[config.mk]
export PLATFORM = sky130hd
export DESIGN_NAME = dac_output
export DESIGN_NICKNAME = d
export VERILOG_FILES = /design/src/rtl/dac_output.sv
export SDC_FILE = /design/constraint.sdc
export NUM_CORES = 1
export LEC_CHECK = 0
export CAP_MARGIN = 15
export CORE_MARGIN = 5
export CORE_UTILIZATION = 49
export CTS_BUF_LIST = sky130_fd_sc_hd__clkbuf_4 sky130_fd_sc_hd__clkbuf_8
export CTS_CLUSTER_SIZE = 24
export DETAILED_ROUTE_END_ITERATION = 7
export PLACE_DENSITY = 0.75
export SETUP_SLACK_MARGIN = 0.5
export SKIP_LAST_GASP = 1
export SYNTH_ARGS = -nofsm -noshare
export SYNTH_HDL_FRONTEND = slang
export SYNTH_SLANG_ARGS = --single-unit
[constraint.sdc]
create_clock -name clk -period 1.95 [get_ports clk]
set_input_delay 0.39 -clock clk [delete_from_list [all_inputs] [get_ports clk]]
set_output_delay 0.39 -clock clk [all_outputs]
set_load 0.05 [all_outputs]
[src/rtl/dac_output.sv]
// dac_output: once per sample frame, converts the sign-magnitude effects sample to a
// midscale-offset 10-bit code and writes it to an MCP4911-style SPI DAC. The 16-bit
// frame goes out MSB first. LDAC is then pulsed so the analog output updates once per frame.
module dac_output #(
  parameter logic [9:0]  LATCH_SLOT = 10'h5,
  parameter int unsigned CLK_DIV    = 4,
  parameter logic [3:0]  CONFIG     = 4'b0011
) (
  input  logic        clk,
  input  logic        reset,
  input  logic [9:0]  counter,
  input  logic [10:0] sendVoltage,
  input  logic        mute,
  output logic        dacSclk,
  output logic        dacSdi,
  output logic        dacCs,
  output logic        dacLdac,
  output logic        busy,
  output logic [9:0]  dacCode,
  output logic [7:0]  overruns
);

  typedef enum logic [1:0] {StIdle, StShift, StHold, StLdac} state_e;

  // CLK_DIV is bounded by 34*CLK_DIV < 1024, so 5 bits always hold CLK_DIV-1
  localparam logic [4:0] HcLast = 5'(CLK_DIV - 1);

  state_e      r_state, w_state_nxt;
  logic [4:0]  r_hc, w_hc_nxt;        // half-period counter
  logic [4:0]  r_edge, w_edge_nxt;    // SCLK edges issued in this frame (0..31)
  logic [15:0] r_shift, w_shift_nxt;
  logic        r_sclk, w_sclk_nxt;
  logic        r_sdi, w_sdi_nxt;
  logic        r_cs, w_cs_nxt;
  logic        r_ldac, w_ldac_nxt;
  logic        r_busy, w_busy_nxt;
  logic [9:0]  r_code, w_code_nxt;
  logic [7:0]  r_ovr, w_ovr_nxt;
  logic        r_match;

  logic        w_match;
  logic        w_hit;
  logic        w_hc_tc;
  logic [9:0]  w_half;
  logic [9:0]  w_code_new;
  logic        w_unused_lsb;

  // the magnitude LSB is discarded by the halving
  assign w_unused_lsb = sendVoltage[0];

  // Capture only on the first cycle of a LATCH_SLOT match, so a stalled counter fires once
  assign w_match = (counter == LATCH_SLOT);
  assign w_hit   = w_match & ~r_match;
  assign w_hc_tc = (r_hc == HcLast);
  assign w_half  = {1'b0, sendVoltage[9:1]};

  // Sign-magnitude to offset code; range is 1..1023 so no clamp is required
  always_comb begin
    if (mute) begin
      w_code_new = 10'd512;
    end else if (sendVoltage[10]) begin
      w_code_new = 10'd512 - w_half;
    end else begin
      w_code_new = 10'd512 + w_half;
    end
  end

  // FSM next-state and SPI output logic
  always_comb begin
    w_state_nxt = r_state;
    w_hc_nxt    = r_hc;
    w_edge_nxt  = r_edge;
    w_shift_nxt = r_shift;
    w_sclk_nxt  = r_sclk;
    w_sdi_nxt   = r_sdi;
    w_cs_nxt    = r_cs;
    w_ldac_nxt  = r_ldac;
    w_busy_nxt  = r_busy;
    w_code_nxt  = r_code;
    w_ovr_nxt   = r_ovr;

    // a capture request while a frame is in flight is dropped and counted
    if (w_hit && (r_state != StIdle) && (r_ovr != 8'hFF)) begin
      w_ovr_nxt = r_ovr + 8'd1;
    end

    case (r_state)
      StIdle: begin
        if (w_hit) begin
          w_state_nxt = StShift;
          w_code_nxt  = w_code_new;
          w_shift_nxt = {CONFIG, w_code_new, 2'b00};
          w_sdi_nxt   = CONFIG[3];
          w_cs_nxt    = 1'b0;
          w_busy_nxt  = 1'b1;
          w_hc_nxt    = 5'd0;
          w_edge_nxt  = 5'd0;
          w_sclk_nxt  = 1'b0;
        end
      end
      StShift: begin
        if (w_hc_tc) begin
          w_hc_nxt   = 5'd0;
          w_sclk_nxt = ~r_sclk;
          w_edge_nxt = r_edge + 5'd1;
          // SDI only moves on a falling SCLK edge
          if (r_sclk) begin
            if (r_edge == 5'd31) begin
              w_state_nxt = StHold;
              w_cs_nxt    = 1'b1;
              w_sdi_nxt   = 1'b0;
            end else begin
              w_shift_nxt = r_shift << 1;
              w_sdi_nxt   = r_shift[14];
            end
          end
        end else begin
          w_hc_nxt = r_hc + 5'd1;
        end
      end
      StHold: begin
        if (w_hc_tc) begin
          w_hc_nxt    = 5'd0;
          w_state_nxt = StLdac;
          w_ldac_nxt  = 1'b0;
        end else begin
          w_hc_nxt = r_hc + 5'd1;
        end
      end
      StLdac: begin
        if (w_hc_tc) begin
          w_hc_nxt    = 5'd0;
          w_state_nxt = StIdle;
          w_ldac_nxt  = 1'b1;
          w_busy_nxt  = 1'b0;
        end else begin
          w_hc_nxt = r_hc + 5'd1;
        end
      end
      default: w_state_nxt = StIdle;
    endcase
  end

  // State registers; reset aborts any frame with CS high and no LDAC pulse
  always_ff @(posedge clk or negedge reset) begin
    if (!reset) begin
      r_state <= StIdle;
      r_hc    <= 5'd0;
      r_edge  <= 5'd0;
      r_shift <= 16'd0;
      r_sclk  <= 1'b0;
      r_sdi   <= 1'b0;
      r_cs    <= 1'b1;
      r_ldac  <= 1'b1;
      r_busy  <= 1'b0;
      r_code  <= 10'd512;
      r_ovr   <= 8'd0;
      r_match <= 1'b0;
    end else begin
      r_state <= w_state_nxt;
      r_hc    <= w_hc_nxt;
      r_edge  <= w_edge_nxt;
      r_shift <= w_shift_nxt;
      r_sclk  <= w_sclk_nxt;
      r_sdi   <= w_sdi_nxt;
      r_cs    <= w_cs_nxt;
      r_ldac  <= w_ldac_nxt;
      r_busy  <= w_busy_nxt;
      r_code  <= w_code_nxt;
      r_ovr   <= w_ovr_nxt;
      r_match <= w_match;
    end
  end

  assign dacSclk  = r_sclk;
  assign dacSdi   = r_sdi;
  assign dacCs    = r_cs;
  assign dacLdac  = r_ldac;
  assign busy     = r_busy;
  assign dacCode  = r_code;
  assign overruns = r_ovr;

endmodule
==> results of run 1 <==
[per-layer routing]
| layer | vias to the layer above | GRT usage (%) | share of wire [%] |
|---|---|---|---|
| met2 | 70 | 33.67 | 53 |
| met1 | 1211 | 24.14 | 42 |
| met4 | 0 | 6.835 | 1.6 |
| met3 | 12 | 4.554 | 4.1 |
| met5 | - | 0 | 0 |
| li1 | 1162 | - | - |
[logic make-up (layout without fill, tap and decap cells)]
logic type                 count (synthesis)  in the layout
and+or+nand+nor                          105            105
AOI/OAI and AO/OA                         60             60
DFF                                       49             49
buffers and inverters                     20            125
xor gates and xnor gates                  16             16
adders and majority gates                 10             10
muxes                                      6              6
[worst paths after layout]
check,cells after the start,start,to
max,9,r_edge[0],r_shift[9]
min,1,reset,dacSdi
max reg2reg,9,r_edge[0],r_shift[9]
min reg2reg,2,dacCode[7],dacCode[7]
max in group asynchronous,2,reset,dacCode[9]
min in group clk,2,dacCode[7],dacCode[7]
[state kept, by name, indices dropped and copies added (netlist names)]
signal	cells
dacLdac	1
dacSdi	1
r_hc	5
r_shift	13
r_match	1
r_state	2
dacSclk	1
dacCs	1
dacCode	10
r_edge	5
overruns	8
busy	1
[cell usage after synthesis (3+ instances only)]
master    number
nand3_1        9
nand4_1        6
clkbuf_1       9
nand3b_1       3
mux2_2         3
nand2b_1      11
a22o_1         8
xnor2_1       13
o21ai_0       13
or2_2          3
nor2_1        19
dfrtp_1       46
xor2_1         3
mux2i_1        3
and3_1         4
inv_1          7
dfstp_2        3
a211oi_1       7
o21ai_1       10
nand2_1       30
a21oi_1        8
ha_1          10
[power by group through the flow]
stage	Sequential (mW)	Clock, mW	Combinational, mW
after global routing	1.02	0.677	0.179
after detailed placement	1.04	0	0.161
after floorplan	1.04	0	0.0489
after CTS	1.02	0.629	0.159
final	1.02	0.620	0.164
after global placement	1.04	0	0.156
[cell type report]
cell class | instances | area (µm²)
clock buffers | 7 | 83.83
clock inverters | 1 | 5.005
fillers | 354 | 1202
inverters | 7 | 26.28
multi-input cells | 197 | 1595
flip-flops and latches | 49 | 1230
well taps | 70 | 87.58
repair buffers | 110 | 909.6
[metrics by stage]
step | setup TNS, ns | hold WS (ns) | util, % | instances | cell area [µm²]
floorplan | -5.417 | 0.09441 | - | 266 | 2643
global placement | -25.73 | 0.3691 | 66.94 | 414 | 3441
detailed placement | -25.99 | 0.3651 | 66.94 | 414 | 3441
CTS | -0.04599 | 0.02823 | 72.59 | 429 | 3731
global route | -0.3842 | 0.04737 | 76.61 | 441 | 3938
finish | -0.03683 | 0.02089 | 76.61 | 441 | 3938
[critical path, delay by kind of cell, from the launching register on]
family / cells / cell delay [ns]
flip-flops: 1 / 0.39
AND/OR/NAND/NOR: 5 / 0.90
AO/OA/AOI/OAI: 1 / 0.07
adder cells (fa/ha/maj): 2 / 0.34
buffers and inverters: 1 / 0.14
[repair_timing]
item	4_1_cts	5_1_grt
gates cloned	0	1
endpoints found under the setup margin	64	57
setup buffers	7	11
pin swaps	29	26
hold buffers	0	0
resized for setup	130	46
==> flow_results.xml, run 1 <==
<?xml version="1.0" encoding="UTF-8"?>
<metrics>
  <group name="run_status">
    <metric name="outcome" unit="">complete, but fails checks</metric>
    <metric name="violations" unit="">negative setup slack</metric>
  </group>
  <group name="drt">
    <metric name="detail_route.first_pass.iterations" unit="">4</metric>
    <metric name="postRouteWirelength" unit="µm">7390</metric>
    <metric name="route.vias.total" unit="">2455</metric>
    <metric name="route.detailed.drc" unit="">0</metric>
    <metric name="drt.antenna.violating_nets" unit="">0</metric>
    <metric name="average_vias_per_placed_instance" unit="">5.567</metric>
    <metric name="routed_wire_length_per_instance" unit="µm">16.76</metric>
    <metric name="dr.first_iter.drc_count" unit="">121</metric>
  </group>
  <group name="clocking">
    <metric name="clkLatencyLatePin" unit="ns">0.31</metric>
    <metric name="cts_tree" unit="">yes</metric>
    <metric name="ctsLongestPathBuffers" unit="">2</metric>
    <metric name="htree_levels" unit="">2</metric>
    <metric name="clkSlewWorstSetupHoldPaths" unit="ns">0.09</metric>
    <metric name="cts_num_sinks" unit="">49</metric>
    <metric name="clock_root_buffer_master" unit="">clkbuf_8</metric>
    <metric name="cts-buffers-inserted" unit="">5</metric>
  </group>
  <group name="logic_synthesis">
    <metric name="synth.top_cell.area_share" unit="%">43.85</metric>
    <metric name="post_synth_num_cell_types" unit="">52</metric>
    <metric name="synth_enable_flop_cells" unit="">0</metric>
    <metric name="synthArstFlopShare" unit="%">100.0</metric>
    <metric name="syn-instance-count" unit="">266</metric>
    <metric name="ys.warnings.count" unit="">0</metric>
    <metric name="yosys-top-cells-area" unit="">dfrtp_1 (44%), ha_1 (4.8%), xnor2_1 (4.3%)</metric>
    <metric name="synth_area_in_adders" unit="%">4.766</metric>
    <metric name="seq_area_frac_synth" unit="%">46.85</metric>
    <metric name="synth_xor_xnor_area_share" unit="%">5.338</metric>
    <metric name="yosys.area_share.simple" unit="%">22.02</metric>
    <metric name="synth_nets" unit="">300</metric>
    <metric name="main_combinational_cell_family_by_area_after_synthesis" unit="">simple AND/OR/NAND/NOR gates</metric>
    <metric name="synth_area_leader_cell" unit="">dfrtp_1</metric>
    <metric name="mappedNetlistArea" unit="mm²">0.002625</metric>
    <metric name="ys_dominant_reg_cell" unit="">dfrtp_1</metric>
    <metric name="ys_seq_elements" unit="">49</metric>
    <metric name="synth_compound_gate_area_share" unit="%">15.20</metric>
    <metric name="yosys-mux-area-fraction" unit="%">2.431</metric>
    <metric name="syn-mean-instance-area" unit="µm²">9.868</metric>
  </group>
  <group name="timing">
    <metric name="final-setup-viol-count" unit="">3</metric>
    <metric name="grt_setup_unrepaired" unit="">true</metric>
    <metric name="fin_skew" unit="ns">0.01132</metric>
    <metric name="worst_slew_pin_slew" unit="ns">0.4640</metric>
    <metric name="timing.final.crit_share" unit="%">101.1</metric>
    <metric name="slew-limit-headroom" unit="%">69.07</metric>
    <metric name="slew_viol_final" unit="">0</metric>
    <metric name="timing.fmax" unit="MHz">507.5</metric>
    <metric name="timing_hold_violations_final" unit="">0</metric>
    <metric name="setup_ws" unit="ns">-0.02064</metric>
    <metric name="finalWorstPathRequiredPeriod" unit="ns">1.971</metric>
  </group>
  <group name="power_and_ir_drop">
    <metric name="sw_frac_of_total" unit="%">23.41</metric>
    <metric name="leakage" unit="nW">1.876</metric>
    <metric name="finalPower" unit="mW">1.802</metric>
    <metric name="p_per_area" unit="mW/mm²">457.7</metric>
    <metric name="internal_power" unit="mW">1.380</metric>
    <metric name="max-vdd-ir-drop" unit="µV">398.6</metric>
    <metric name="switchingPower" unit="mW">0.4219</metric>
    <metric name="combinationalPowerShare" unit="%">9.1</metric>
    <metric name="sequentialPowerShare" unit="%">56.5</metric>
    <metric name="clockPowerShare" unit="%">34.4</metric>
  </group>
  <group name="finish">
    <metric name="share_of_layout_cells_above_drive_strength_1" unit="%">43.67</metric>
    <metric name="nNetsFinal" unit="">404</metric>
    <metric name="most_used_cells_in_the_layout_excluding_fill_and_tap_cells" unit="">buf_4 (56), dfrtp_1 (46), nand2_1 (22), buf_6 (17), o21ai_1 (16)</metric>
    <metric name="mostFrequentLayoutCell" unit="">buf_4</metric>
    <metric name="num_antenna_cells" unit="">0</metric>
    <metric name="syn_to_final_growth" unit="%">50.00</metric>
  </group>
  <group name="floorplan">
    <metric name="core_region_area" unit="mm²">0.005140</metric>
    <metric name="fp.dieArea" unit="mm²">0.006921</metric>
    <metric name="start_util" unit="%">51.07</metric>
    <metric name="floorplan.io_pins" unit="">47</metric>
    <metric name="die_w" unit="µm">83.19</metric>
    <metric name="die_h" unit="µm">83.19</metric>
    <metric name="row_count" unit="">26</metric>
  </group>
  <group name="worst_setup_path">
    <metric name="crit_path_cell_trace" unit="">ha_2, and3_4, ha_4, nand3b_1, nor2_4, nand2_8, buf_6, nor2_1, a211oi_2</metric>
    <metric name="worst_path_max_delay_cell" unit="">dfrtp_1</metric>
    <metric name="critical_path_source_type" unit="">flip-flop</metric>
    <metric name="reg2reg_slack" unit="ns">-0.02</metric>
    <metric name="cp-end-kind" unit="">flip-flop</metric>
    <metric name="crit_required" unit="ns">2.14</metric>
    <metric name="crit_fanout" unit="">8</metric>
    <metric name="critical_path_arrival" unit="ns">2.16</metric>
    <metric name="criticalPathCategory" unit="">reg2reg</metric>
    <metric name="delay_contributed_by_the_slowest_stage_of_the_critical_path" unit="ns">0.39</metric>
  </group>
  <group name="placement">
    <metric name="dpl_worst_slack" unit="ns">-0.7156</metric>
    <metric name="place.detailed.hpwl" unit="µm">4698</metric>
    <metric name="globalplace.congestion" unit="">0.8629</metric>
    <metric name="io_buffers" unit="">45</metric>
  </group>
  <group name="global_route">
    <metric name="grt_usage" unit="%">19.62</metric>
    <metric name="globalRoute.totalOverflow" unit="">0</metric>
    <metric name="grt_pass1_wl" unit="µm">11140</metric>
    <metric name="via_count_of_the_first_global_routing_pass" unit="">2378</metric>
    <metric name="maximum_number_of_pins_on_one_net_before_global_route_repair" unit="">32</metric>
    <metric name="antenna_found_initial" unit="">0</metric>
  </group>
  <group name="hold_path">
    <metric name="worstHoldPathType" unit="">in2async</metric>
  </group>
  <group name="flow_run">
    <metric name="drv_cap" unit="">0</metric>
  </group>
</metrics>
No activity file was read; power rests on OpenSTA's default activity.
==> inputs of run 2 (changes only) <==
MAX_ROUTING_LAYER = met4   (was unset)
==> run 2 against run 1 <==
Effect of this change:
- the run still ends with negative setup slack left
- setup slack lost 0.0012 ns
- count of clock-buffer cells in the layout is the same
- first-iteration DRC count grew 16%
- non-clock buffer count is the same
- sequential share of layout area is the same
- total power is essentially flat
- flip-flop and latch count is the same
- combinational power is essentially flat
- wire length grew 0.26%
- worst hold slack is essentially flat
==> flow_results.xml, run 2 (synthesis results as in run 1) <==
<?xml version="1.0" encoding="UTF-8"?>
<metrics>
  <group name="clocking">
    <metric name="htree_levels" unit="">2</metric>
    <metric name="cts_tree" unit="">yes</metric>
    <metric name="ctsLongestPathBuffers" unit="">2</metric>
    <metric name="clkLatencyLatePin" unit="ns">0.31</metric>
    <metric name="cts.hold.buffers_added" unit="">0</metric>
    <metric name="cts-buffers-inserted" unit="">5</metric>
    <metric name="cts_num_sinks" unit="">49</metric>
    <metric name="clock_root_buffer_master" unit="">clkbuf_8</metric>
    <metric name="clkSlewWorstSetupHoldPaths" unit="ns">0.10</metric>
  </group>
  <group name="placement">
    <metric name="placedInstanceArea" unit="mm²">0.003441</metric>
    <metric name="place.detailed.hpwl" unit="µm">4698</metric>
    <metric name="dpl.cell_count" unit="">414</metric>
    <metric name="io_buffers" unit="">45</metric>
    <metric name="dpl_worst_slack" unit="ns">-0.7156</metric>
    <metric name="globalplace.congestion" unit="">0.8768</metric>
  </group>
  <group name="drt">
    <metric name="dr.first_iter.drc_count" unit="">140</metric>
    <metric name="detail_route.first_pass.iterations" unit="">4</metric>
    <metric name="routed_wire_length_per_instance" unit="µm">16.80</metric>
    <metric name="drt.antenna.violating_nets" unit="">0</metric>
    <metric name="route.vias.total" unit="">2464</metric>
    <metric name="postRouteWirelength" unit="µm">7409</metric>
    <metric name="route.detailed.drc" unit="">0</metric>
    <metric name="average_vias_per_placed_instance" unit="">5.587</metric>
  </group>
  <group name="finish">
    <metric name="postLayoutCellArea" unit="mm²">0.003938</metric>
    <metric name="fillCellCount" unit="">354</metric>
    <metric name="num_antenna_cells" unit="">0</metric>
    <metric name="share_of_layout_cells_above_drive_strength_1" unit="%">43.67</metric>
    <metric name="syn_to_final_growth" unit="%">50.00</metric>
    <metric name="top_register" unit="">r_shift</metric>
    <metric name="postLayoutCoreUtil" unit="%">76.61</metric>
    <metric name="mostFrequentLayoutCell" unit="">buf_4</metric>
    <metric name="final-instance-count-excl-fill" unit="">441</metric>
    <metric name="largest_register_ff_count" unit="">13</metric>
    <metric name="nNetsFinal" unit="">404</metric>
    <metric name="most_used_cells_in_the_layout_excluding_fill_and_tap_cells" unit="">buf_4 (56), dfrtp_1 (46), nand2_1 (22), buf_6 (17), o21ai_1 (16)</metric>
  </group>
  <group name="worst_setup_path">
    <metric name="crit_required" unit="ns">2.14</metric>
    <metric name="reg2reg_from" unit="">r_edge[0]</metric>
    <metric name="critical_path_source_type" unit="">flip-flop</metric>
    <metric name="crit_fanout" unit="">8</metric>
    <metric name="cp-end-kind" unit="">flip-flop</metric>
    <metric name="delay_contributed_by_the_slowest_stage_of_the_critical_path" unit="ns">0.39</metric>
    <metric name="criticalPathCategory" unit="">reg2reg</metric>
    <metric name="worst_path_max_delay_cell" unit="">dfrtp_1</metric>
    <metric name="reg2regPathDepth" unit="">9</metric>
    <metric name="reg2reg_slack" unit="ns">-0.02</metric>
    <metric name="crit_path_cell_trace" unit="">ha_2, and3_4, ha_4, nand3b_1, nor2_4, nand2_8, buf_6, nor2_1, a211oi_2</metric>
    <metric name="crit-reg2reg-capture" unit="">r_shift[9]</metric>
    <metric name="critical_path_arrival" unit="ns">2.16</metric>
    <metric name="crit_path_start" unit="">r_edge[0]</metric>
  </group>
  <group name="floorplan">
    <metric name="start_util" unit="%">51.07</metric>
    <metric name="die_w" unit="µm">83.19</metric>
    <metric name="core_region_area" unit="mm²">0.005140</metric>
    <metric name="fp.dieArea" unit="mm²">0.006921</metric>
    <metric name="floorplan.io_pins" unit="">47</metric>
    <metric name="die_h" unit="µm">83.19</metric>
    <metric name="row_count" unit="">26</metric>
  </group>
  <group name="timing">
    <metric name="timing.fmax" unit="MHz">507.1</metric>
    <metric name="setup_ws" unit="ns">-0.02183</metric>
    <metric name="grt_setup_unrepaired" unit="">true</metric>
    <metric name="worst_slew_pin_slew" unit="ns">0.4636</metric>
    <metric name="setup_tns" unit="ns">-0.03747</metric>
    <metric name="hold-worst-slack" unit="ns">0.02054</metric>
    <metric name="final-setup-viol-count" unit="">3</metric>
    <metric name="slew-limit-headroom" unit="%">69.09</metric>
    <metric name="fin_skew" unit="ns">0.01259</metric>
    <metric name="timing.final.crit_share" unit="%">101.1</metric>
    <metric name="slew_viol_final" unit="">0</metric>
    <metric name="finalWorstPathRequiredPeriod" unit="ns">1.972</metric>
    <metric name="timing_hold_violations_final" unit="">0</metric>
  </group>
  <group name="global_route">
    <metric name="globalRoute.totalOverflow" unit="">0</metric>
    <metric name="grt_usage" unit="%">20.18</metric>
    <metric name="grt_pass1_wl" unit="µm">11130</metric>
    <metric name="via_count_of_the_first_global_routing_pass" unit="">2384</metric>
    <metric name="antenna_found_initial" unit="">0</metric>
    <metric name="maximum_number_of_pins_on_one_net_before_global_route_repair" unit="">32</metric>
  </group>
  <group name="flow_run">
    <metric name="drv_cap" unit="">0</metric>
  </group>
  <group name="power_and_ir_drop">
    <metric name="leakage" unit="nW">1.876</metric>
    <metric name="finalPower" unit="mW">1.804</metric>
    <metric name="max-vdd-ir-drop" unit="µV">397.1</metric>
    <metric name="p_per_area" unit="mW/mm²">458.0</metric>
  </group>
  <group name="hold_path">
    <metric name="worstHoldPathType" unit="">in2async</metric>
  </group>
  <group name="run_status">
    <metric name="violations" unit="">negative setup slack</metric>
    <metric name="outcome" unit="">complete, but fails checks</metric>
  </group>
</metrics>
## run 2: cell counts in the layout (fill, tap and decap cells not counted)
No cell type changed its count.
## run 2: final cells by class
type                       count  area, µm²  area share, %
tap                           70      87.58          2.224
timing repair buffer         110      909.6          23.10
multi-input combinational    197       1595          40.51
clock buffer                   7      83.83          2.129
clock inverter                 1      5.005         0.1271
inverter                       7      26.28         0.6673
sequential                    49       1230          31.24
## run 2: routing by layer
metal / global-route usage [%] / vias to the layer above / part of all wire, %
met4: 6.835 / 0 / 1.9
li1: - / 1164 / -
met2: 33.67 / 72 / 53
met5: - / - / 0
met1: 24.27 / 1214 / 41
met3: 4.356 / 14 / 4.3
## run 2: repair_timing
action / 4_1_cts / 5_1_grt
gates cloned: 0 / 1
pin swaps: 29 / 26
setup buffers: 7 / 11
gates resized for setup: 130 / 46
setup endpoints to repair: 64 / 57
## run 2: where the power goes
group	leakage [nW]	internal [mW]	switching [mW]
logic	1.19	0.0834	0.0810
registers	0.633	1.02	0.00125
clock network	0.0491	0.281	0.341
## run 2: how the worst max path moves through the flow
stage                        endpoint  slack [ns]  depth (start not counted)
after floorplan            dacCode[0]       -0.27                          7
after global placement          dacCs       -0.66                          7
after detailed placement        dacCs       -0.72                          7
after CTS                 overruns[1]       -0.03                          6
after global routing      r_shift[11]       -0.08                          8
final                      r_shift[9]       -0.02                          9
## run 2: worst max-delay path: cells and delay by family (launching register included)
family	cells	cell delay (ns)
compound gates	1	0.07
simple gates	5	0.90
fa+ha+maj	2	0.34
flops	1	0.39
buf+inv	1	0.14
==> inputs of run 3 (changes only) <==
CTS_CLUSTER_SIZE = 40   (was 24)
==> results of run 3 <==
Same layout as run 2: the final DEF is identical, and so are final timing and power.
